[src/rtl/riscv_dmem_arbiter.sv]
// Data-memory arbiter: shares one single-port dmem between the pipeline
// memory stage (core) and a debug/loader port (dbg). Core has fixed
// priority; a starvation counter forces a dbg grant after STARVE_MAX
// consecutive core grants that left dbg waiting.
module riscv_dmem_arbiter #(
  parameter int DMEM_ADDR_BIT = 12,
  parameter int LATENCY       = 1,
  parameter int STARVE_MAX    = 4
) (
  input  logic                     i_clk,
  input  logic                     i_rst,
  input  logic                     i_core_req,
  input  logic                     i_core_we,
  input  logic [31:0]              i_core_addr,
  input  logic [31:0]              i_core_wdata,
  input  logic [3:0]               i_core_be,
  output logic [31:0]              o_core_rdata,
  output logic                     o_core_ack,
  output logic                     o_core_stall,
  input  logic                     i_dbg_req,
  input  logic                     i_dbg_we,
  input  logic [31:0]              i_dbg_addr,
  input  logic [31:0]              i_dbg_wdata,
  input  logic [3:0]               i_dbg_be,
  output logic [31:0]              o_dbg_rdata,
  output logic                     o_dbg_ack,
  output logic                     o_mem_en,
  output logic                     o_mem_we,
  output logic [DMEM_ADDR_BIT-3:0] o_mem_addr,
  output logic [31:0]              o_mem_wdata,
  output logic [3:0]               o_mem_be,
  input  logic [31:0]              i_mem_rdata,
  output logic                     o_err,
  output logic                     o_owner,
  output logic                     o_busy
);
  localparam int         WA       = DMEM_ADDR_BIT - 2;
  localparam logic [2:0] LAT_LAST = 3'(LATENCY - 1);
  localparam logic [3:0] SMAX     = 4'(STARVE_MAX);

  typedef enum logic [1:0] {IDLE, ACCESS, RESP} state_t;

  state_t          state, state_nxt;
  logic [2:0]      wait_cnt;
  logic [3:0]      starve_cnt;
  logic            lat_we, lat_oor, lat_owner;
  logic [WA-1:0]   lat_waddr;
  logic [31:0]     lat_wdata;
  logic [3:0]      lat_be;
  logic [31:0]     core_rdata, dbg_rdata;
  logic            dbg_starved, grant_core, grant_dbg, last_beat;
  logic            unused_addr_lsbs;

  // Byte-offset bits never reach the word-addressed memory.
  assign unused_addr_lsbs = ^{i_core_addr[1:0], i_dbg_addr[1:0]};

  assign dbg_starved = i_core_req & i_dbg_req & (starve_cnt == SMAX);
  assign grant_core  = (state == IDLE) & i_core_req & ~dbg_starved;
  assign grant_dbg   = (state == IDLE) & i_dbg_req & ~grant_core;
  assign last_beat   = (state == ACCESS) & (wait_cnt == LAT_LAST);

  // FSM state register
  always_ff @(posedge i_clk or posedge i_rst) begin
    if (i_rst) state <= IDLE;
    else       state <= state_nxt;
  end

  // FSM next-state: IDLE -> ACCESS (LATENCY cycles) -> RESP (1 cycle) -> IDLE
  always_comb begin
    state_nxt = state;
    case (state)
      IDLE:    if (grant_core | grant_dbg) state_nxt = ACCESS;
      ACCESS:  if (last_beat) state_nxt = RESP;
      RESP:    state_nxt = IDLE;
      default: state_nxt = IDLE;
    endcase
  end

  // Request latch, wait/starve counters and per-port read-data registers
  always_ff @(posedge i_clk or posedge i_rst) begin
    if (i_rst) begin
      wait_cnt   <= '0;
      starve_cnt <= '0;
      lat_we     <= 1'b0;
      lat_oor    <= 1'b0;
      lat_owner  <= 1'b0;
      lat_waddr  <= '0;
      lat_wdata  <= '0;
      lat_be     <= '0;
      core_rdata <= '0;
      dbg_rdata  <= '0;
    end else begin
      if (grant_core) begin
        lat_owner  <= 1'b0;
        lat_we     <= i_core_we;
        lat_oor    <= |i_core_addr[31:DMEM_ADDR_BIT];
        lat_waddr  <= i_core_addr[DMEM_ADDR_BIT-1:2];
        lat_wdata  <= i_core_wdata;
        lat_be     <= i_core_be;
        wait_cnt   <= '0;
        // Count only grants that made dbg wait; saturate at the limit.
        if (!i_dbg_req)          starve_cnt <= '0;
        else if (starve_cnt != SMAX) starve_cnt <= starve_cnt + 4'd1;
      end else if (grant_dbg) begin
        lat_owner  <= 1'b1;
        lat_we     <= i_dbg_we;
        lat_oor    <= |i_dbg_addr[31:DMEM_ADDR_BIT];
        lat_waddr  <= i_dbg_addr[DMEM_ADDR_BIT-1:2];
        lat_wdata  <= i_dbg_wdata;
        lat_be     <= i_dbg_be;
        wait_cnt   <= '0;
        starve_cnt <= '0;
      end else if (state == ACCESS && !last_beat) begin
        wait_cnt <= wait_cnt + 3'd1;
      end
      // Load on the final ACCESS edge so the value is visible alongside ack.
      if (last_beat) begin
        if (lat_owner) dbg_rdata  <= (lat_we | lat_oor) ? 32'h0 : i_mem_rdata;
        else           core_rdata <= (lat_we | lat_oor) ? 32'h0 : i_mem_rdata;
      end
    end
  end

  assign o_mem_en     = (state == ACCESS);
  assign o_mem_we     = o_mem_en & lat_we & ~lat_oor;
  assign o_mem_addr   = o_mem_en ? lat_waddr : '0;
  assign o_mem_wdata  = o_mem_en ? lat_wdata : '0;
  assign o_mem_be     = o_mem_en ? lat_be    : '0;
  assign o_core_ack   = (state == RESP) & ~lat_owner;
  assign o_dbg_ack    = (state == RESP) &  lat_owner;
  assign o_err        = (state == RESP) &  lat_oor;
  assign o_busy       = (state != IDLE);
  assign o_owner      = o_busy & lat_owner;
  assign o_core_stall = i_core_req & ~o_core_ack;
  assign o_core_rdata = core_rdata;
  assign o_dbg_rdata  = dbg_rdata;

endmodule

[config.mk]
export PLATFORM = sky130hd
export DESIGN_NAME = riscv_dmem_arbiter
export DESIGN_NICKNAME = d
export VERILOG_FILES = /design/src/rtl/riscv_dmem_arbiter.sv
export SDC_FILE = /design/constraint.sdc
export NUM_CORES = 1
export LEC_CHECK = 0
export CORE_MARGIN = 2
export CORE_UTILIZATION = 40
export DETAILED_ROUTE_END_ITERATION = 8
export PLACE_DENSITY = 0.82
export RECOVER_POWER = 25
export SLEW_MARGIN = 30
export SYNTH_ARGS = -nofsm -noshare
export SYNTH_HDL_FRONTEND = slang
export SYNTH_SLANG_ARGS = --single-unit
[constraint.sdc]
create_clock -name i_clk -period 9 [get_ports i_clk]
set_input_delay 2.25 -clock i_clk [delete_from_list [all_inputs] [get_ports i_clk]]
set_output_delay 2.25 -clock i_clk [all_outputs]
set_load 0.005 [all_outputs]
Word level (Yosys, flattened, before mapping)
Index checks and enable logic that the tools add are counted.
{ "totals": {"reg_bits": 122, "input_bits": 174, "out_inout_bits": 118, "word_cells": 80} }
{ "op_classes": {"add_sub_neg": 2, "eq_ne": 7, "n_mux": 26, "bitwise": 21, "n_reduce_logical": 13} }
{ "op_table": {"columns": ["op", "count"], "rows": [
  ["two-way mux 32 bit", 4],
  ["OR reduction 20 bit", 2],
  ["two-way mux 10 bit", 3],
  ["two-way mux 4 bit", 7],
  ["AND 1 bit", 14],
  ["two-way mux 3 bit", 3],
  ["AND reduction 2 bit", 4],
  ["two-way mux 1 bit", 6],
  ["NOT 1 bit", 5],
  ["adder 4 x 1 -> 4 bit (second input constant)", 1],
  ["equality test 4 x 3 -> 1 bit (second input constant)", 1],
  ["two-way mux 2 bit", 2],
  ["!= test 2 x 1 -> 1 bit (second input constant)", 2],
  ["!= test 4 x 3 -> 1 bit (second input constant)", 1],
  ["case mux 2 bit (2 select lines)", 1],
  ["nonzero test 2 bit", 2],
  ["adder 3 x 1 -> 3 bit (second input constant)", 1],
  ["zero test 3 bit", 1],
  ["!= test 3 x 2 -> 1 bit (second input constant)", 1],
  ["nonzero test 3 bit", 1],
  ["equality test 2 x 1 -> 1 bit (second input constant)", 1],
  ["equality test 2 bit (second input constant)", 1],
  ["zero test 2 bit", 1],
  ["OR 1 bit", 2],
  ["other kinds (2)", 2]
]} }

Longest topological paths before layout
{ "depth": {"depth_word": 9, "ltp_mapped": 9, "mapped_depth_nobuf": 6} }

Worst setup path before layout
OpenSTA, ideal clock, no wires.
{ "synth_path": {"kind": "input -> output", "startpoint": "input port i_core_req", "endpoint": "output port o_core_stall", "arrival_time_ns": 2.381, "t_required_ns": 6.750, "setup_slack_ns": 4.369, "stages": 1, "path_buffers": 0, "path_cell_list": "nor2b_1"} }
{ "synth_via": {"elab_chain_len": 1} }
{ "synth_lines": {"columns": ["element", "line", "source"], "rows": [
  ["start, declared", "12", "input logic i_core_req,"],
  ["AND 1 bit", "134", "assign o_core_stall = i_core_req & ~o_core_ack;"],
  ["end, declared", "19", "output logic o_core_stall,"]
]} }
No other way between the ends.

Final worst setup path
Same ends and word-level chain as after synthesis.

==> impl_summary.log <==
[metrics] First DRT Iteration DRCs: 157
[metrics] Syn Inst Count: 513
[metrics] number of clock buffers inserted by TritonCTS: 17
[metrics] data arrival time of the worst path: 3.52 ns
[metrics] f_max: 173 MHz
[metrics] Die Y-Extent: 125 um
[metrics] wire length of the first global-routing pass: 26400 um
[metrics] largest driver fanout on the critical path: 6
[metrics] clock transition at the registers of the reported paths: 0.05 ns
[metrics] crit path launch type: primary input
[metrics] H-tree depth: 4
[metrics] Clk Tree Root Cell: sky130_fd_sc_hd__clkbuf_16
[metrics] yosys synthesis warning count: 0
[metrics] Total Negative Setup Slacks: 0 ns
[metrics] Worst Clk Skew: 0.00693 ns
[metrics] cts-stage hold buffer count: 0
[metrics] grt total ovfl: 0
[metrics] Die ar.: 0.0155 mm2
[metrics] detailed placement HPWL: 12200 um
[metrics] fraction of registers with async set/reset: 100%
[metrics] largest area contributor in the netlist: sky130_fd_sc_hd__dfrtp_1
[metrics] DRC Markers: 0
[metrics] final net count: 972
[metrics] wire length per cell: 16.7 um
[metrics] number of flops mapped to enable cells by yosys: 0
[metrics] number of global-route vias before repair: 5132
[metrics] clock latency at the later pin of the worst-skew pair: 0.42 ns
[metrics] unrepaired setup endpoints after global routing: no
[metrics] initial cell density of the core: 40.5%
[metrics] Final Hold Slack: 0.492 ns
[metrics] leakage power of the design: 3.99 nW
[metrics] Peak VDD IR: 0.151 mV
[metrics] number of vias per cell: 4.87
[metrics] pin slew with the least headroom to its limit: 2.14 ns
[metrics] share of the clock period used by the worst path after layout: 64.1%
[metrics] DR vias: 4824
[metrics] Setup violations, final: 0
[metrics] fraction of final layout cells sized beyond drive strength 1: 12.9%
[metrics] FF+latch count, synth: 122
[metrics] worst-case clock buffer depth: 2
[metrics] final RePlAce weighted congestion: 0.806
[metrics] count of input and output buffers: 287
[metrics] data required time of the critical path: 6.75 ns
[metrics] Setup CP Type: in2out
[metrics] synthesized area per cell: 11.3 um2
[metrics] combined area of all synthesized cells: 0.00582 mm2
[metrics] class of the worst hold path: reg2reg
[metrics] critical path, cell by cell: clkdlybuf4s50_1, nor2b_1, clkdlybuf4s50_1
[metrics] die span in x: 125 um
[metrics] number of distinct library cells after synthesis: 38
[metrics] Seq/Total Area, Yosys: 52.5%
[metrics] cell with the biggest individual delay on the critical path: sky130_fd_sc_hd__clkdlybuf4s50_1
[metrics] antenna violations before repair: 0
[metrics] TritonRoute pass-1 iters: 4
[metrics] max-slew violation count: 48
[metrics] cell types occupying the most area after synthesis: sky130_fd_sc_hd__dfrtp_1 (52%), sky130_fd_sc_hd__mux2_2 (11%), sky130_fd_sc_hd__and2_1 (8.4%), sky130_fd_sc_hd__mux2i_1 (8.1%), sky130_fd_sc_hd__o21ai_0 (4.2%)
[metrics] power density cells: 287 mW/mm2
[metrics] largest net degree at the start of global routing: 98
[metrics] element type at the critical path end: primary output
[metrics] Placed Cells incl. Taps: 958
[metrics] cell with the most instances after synthesis: sky130_fd_sc_hd__dfrtp_1
[metrics] total core area: 0.0144 mm2
[metrics] number of hold violations in the final report: 0
[metrics] Antenna Nets Post-Route: 0
[metrics] # IOs: 292
[metrics] violated checks: capacitance limit, slew limit
[metrics] Post-CTS Setup Repair Bufs: 0
[metrics] area growth from synthesis to layout: 61.5%
[metrics] Total Routing Usage GR: 21.5%
[metrics] min Tclk post-route: 5.77 ns
[metrics] number of cells upsized or downsized after cts: 0
[metrics] post-route total power: 0.00269 W
[metrics] final critical-path setup slack: 3.23 ns
[metrics] share of Yosys cell area claimed by the top area cell type: 52.5%
[metrics] Crit path top cell by count: sky130_fd_sc_hd__clkdlybuf4s50_1
[metrics] filler-free cell count of the finished design: 990
[metrics] total clock sinks: 122
[metrics] fill cell count: 1100
[metrics] Max-cap violations: 1
[metrics] leading cell types by count after synthesis: sky130_fd_sc_hd__dfrtp_1 (122), sky130_fd_sc_hd__and2_1 (78), sky130_fd_sc_hd__mux2_2 (59)
[metrics] prevailing post-synth register cell: sky130_fd_sc_hd__dfrtp_1
[metrics] number of rows created at floorplan: 44
[metrics] pre-CTS WS: 3.24 ns
[metrics] clock tree from TritonCTS: built
[metrics] Post-Synthesis Net Count: 691
[metrics] worst slew margin relative to its limit: -43.1%
[metrics] Critical Path Max Stage Delay: 0.60 ns
[metrics] outcome: finished, violations left
[metrics] Antenna Cells: 0
[metrics] final routed wirelength across all metal layers: 16500 um
critical path, delay by kind of cell:
| kind | cells | cell delay, ns |
|---|---|---|
| AND/OR/NAND/NOR | 1 | 0.16 |
| buffers and inverters | 2 | 1.10 |
through the flow:
stage	utilization, %	area [um2]
after CTS	65.2	9380
after floorplan	-	5820
after global routing	65.4	9390
after detailed placement	60.9	8760
after global placement	60.9	8760
final	65.4	9390
registers in the layout (all words and copies together), names as in the netlist:
signal	flops
lat_oor	1
o_core_rdata	32
state	2
lat_we	1
wait_cnt	3
lat_wdata	32
o_dbg_rdata	32
lat_be	4
starve_cnt	4
lat_owner	1
lat_waddr	10
worst paths after layout:
| check | from | endpoint | slack [ns] | cells past startpoint |
|---|---|---|---|---|
| max reg2reg | state[0]$_DFFE_PP0P_ | lat_wdata[0]$_DFFE_PP0P_ | 6.66 | 4 |
| min | o_core_rdata[24]$_DFFE_PP0P_ | o_core_rdata[24]$_DFFE_PP0P_ | 0.49 | 1 |
| max | i_core_req | o_core_stall | 3.23 | 3 |
| min reg2reg | o_core_rdata[24]$_DFFE_PP0P_ | o_core_rdata[24]$_DFFE_PP0P_ | 0.49 | 1 |
| max in group asynchronous | i_rst | o_core_rdata[21]$_DFFE_PP0P_ | 4.71 | 3 |
| min in group asynchronous | i_rst | o_dbg_rdata[14]$_DFFE_PP0P_ | 2.86 | 2 |
cell type report:
type | count | area, um2 | area share [%]
clock inverters | 12 | 166 | 1.77
flip-flops and latches | 122 | 3050 | 32.5
inverters | 11 | 42.5 | 0.453
multi-input cells | 349 | 2510 | 26.7
well taps | 184 | 230 | 2.45
repair buffers | 293 | 2930 | 31.2
clock buffers | 19 | 453 | 4.82
cell families after synthesis:
family          count (synthesis)  synth area share (%)
flops                         122                  52.5
simple gates                  171                  16.0
compound gates                 61                  5.46
buf+inv                        42                  4.41
mux                           111                  20.5
xor+xnor                        2                 0.301
fa+ha+maj                       4                 0.861
metal layers:
metal  share of wire (%)  vias up  GRT usage [%]
li1                    -     2303              -
met1                  39     2316           23.7
met2                  51      179           37.9
met3                 8.0       26           7.65
met4                 2.1        0           8.06
met5                   0        -              0
where the power goes:
part | total, W | leakage, nW | switching, W | internal (W)
clock network | 0.000703 | 0.296 | 0.000251 | 0.000452
registers | 0.000878 | 1.58 | 0.000119 | 0.000759
logic | 0.00111 | 2.11 | 0.000472 | 0.000640
cells in the final DEF, fill, tap and decap left out, types with 2 or more instances in the layout:
cell / synthesis / final
sky130_fd_sc_hd__inv_1: 11 / 10
sky130_fd_sc_hd__nand4_1: 2 / 2
sky130_fd_sc_hd__buf_4: 6 / 4
sky130_fd_sc_hd__clkdlybuf4s50_1: 0 / 254
sky130_fd_sc_hd__clkinvlp_4: 0 / 2
sky130_fd_sc_hd__nand2_1: 53 / 53
sky130_fd_sc_hd__o22ai_1: 2 / 2
sky130_fd_sc_hd__and2_1: 78 / 46
sky130_fd_sc_hd__clkbuf_16: 0 / 17
sky130_fd_sc_hd__ha_1: 4 / 4
sky130_fd_sc_hd__o21ai_1: 4 / 4
sky130_fd_sc_hd__nor2_1: 12 / 13
sky130_fd_sc_hd__nor4_1: 10 / 10
sky130_fd_sc_hd__dfrtp_1: 122 / 122
sky130_fd_sc_hd__nor2b_1: 2 / 2
sky130_fd_sc_hd__inv_6: 0 / 2
sky130_fd_sc_hd__mux2_2: 59 / 59
sky130_fd_sc_hd__a21oi_1: 3 / 3
sky130_fd_sc_hd__and2_0: 0 / 32
sky130_fd_sc_hd__nand2b_1: 2 / 2
sky130_fd_sc_hd__dlygate4sd3_1: 0 / 33
sky130_fd_sc_hd__bufinv_16: 0 / 3
sky130_fd_sc_hd__mux2i_1: 47 / 47
sky130_fd_sc_hd__nand3_1: 2 / 2
sky130_fd_sc_hd__clkinv_4: 0 / 5
sky130_fd_sc_hd__o21ai_0: 49 / 49
sky130_fd_sc_hd__clkbuf_8: 0 / 2
sky130_fd_sc_hd__mux2_1: 5 / 5
(Power assumes the default switching activity.)
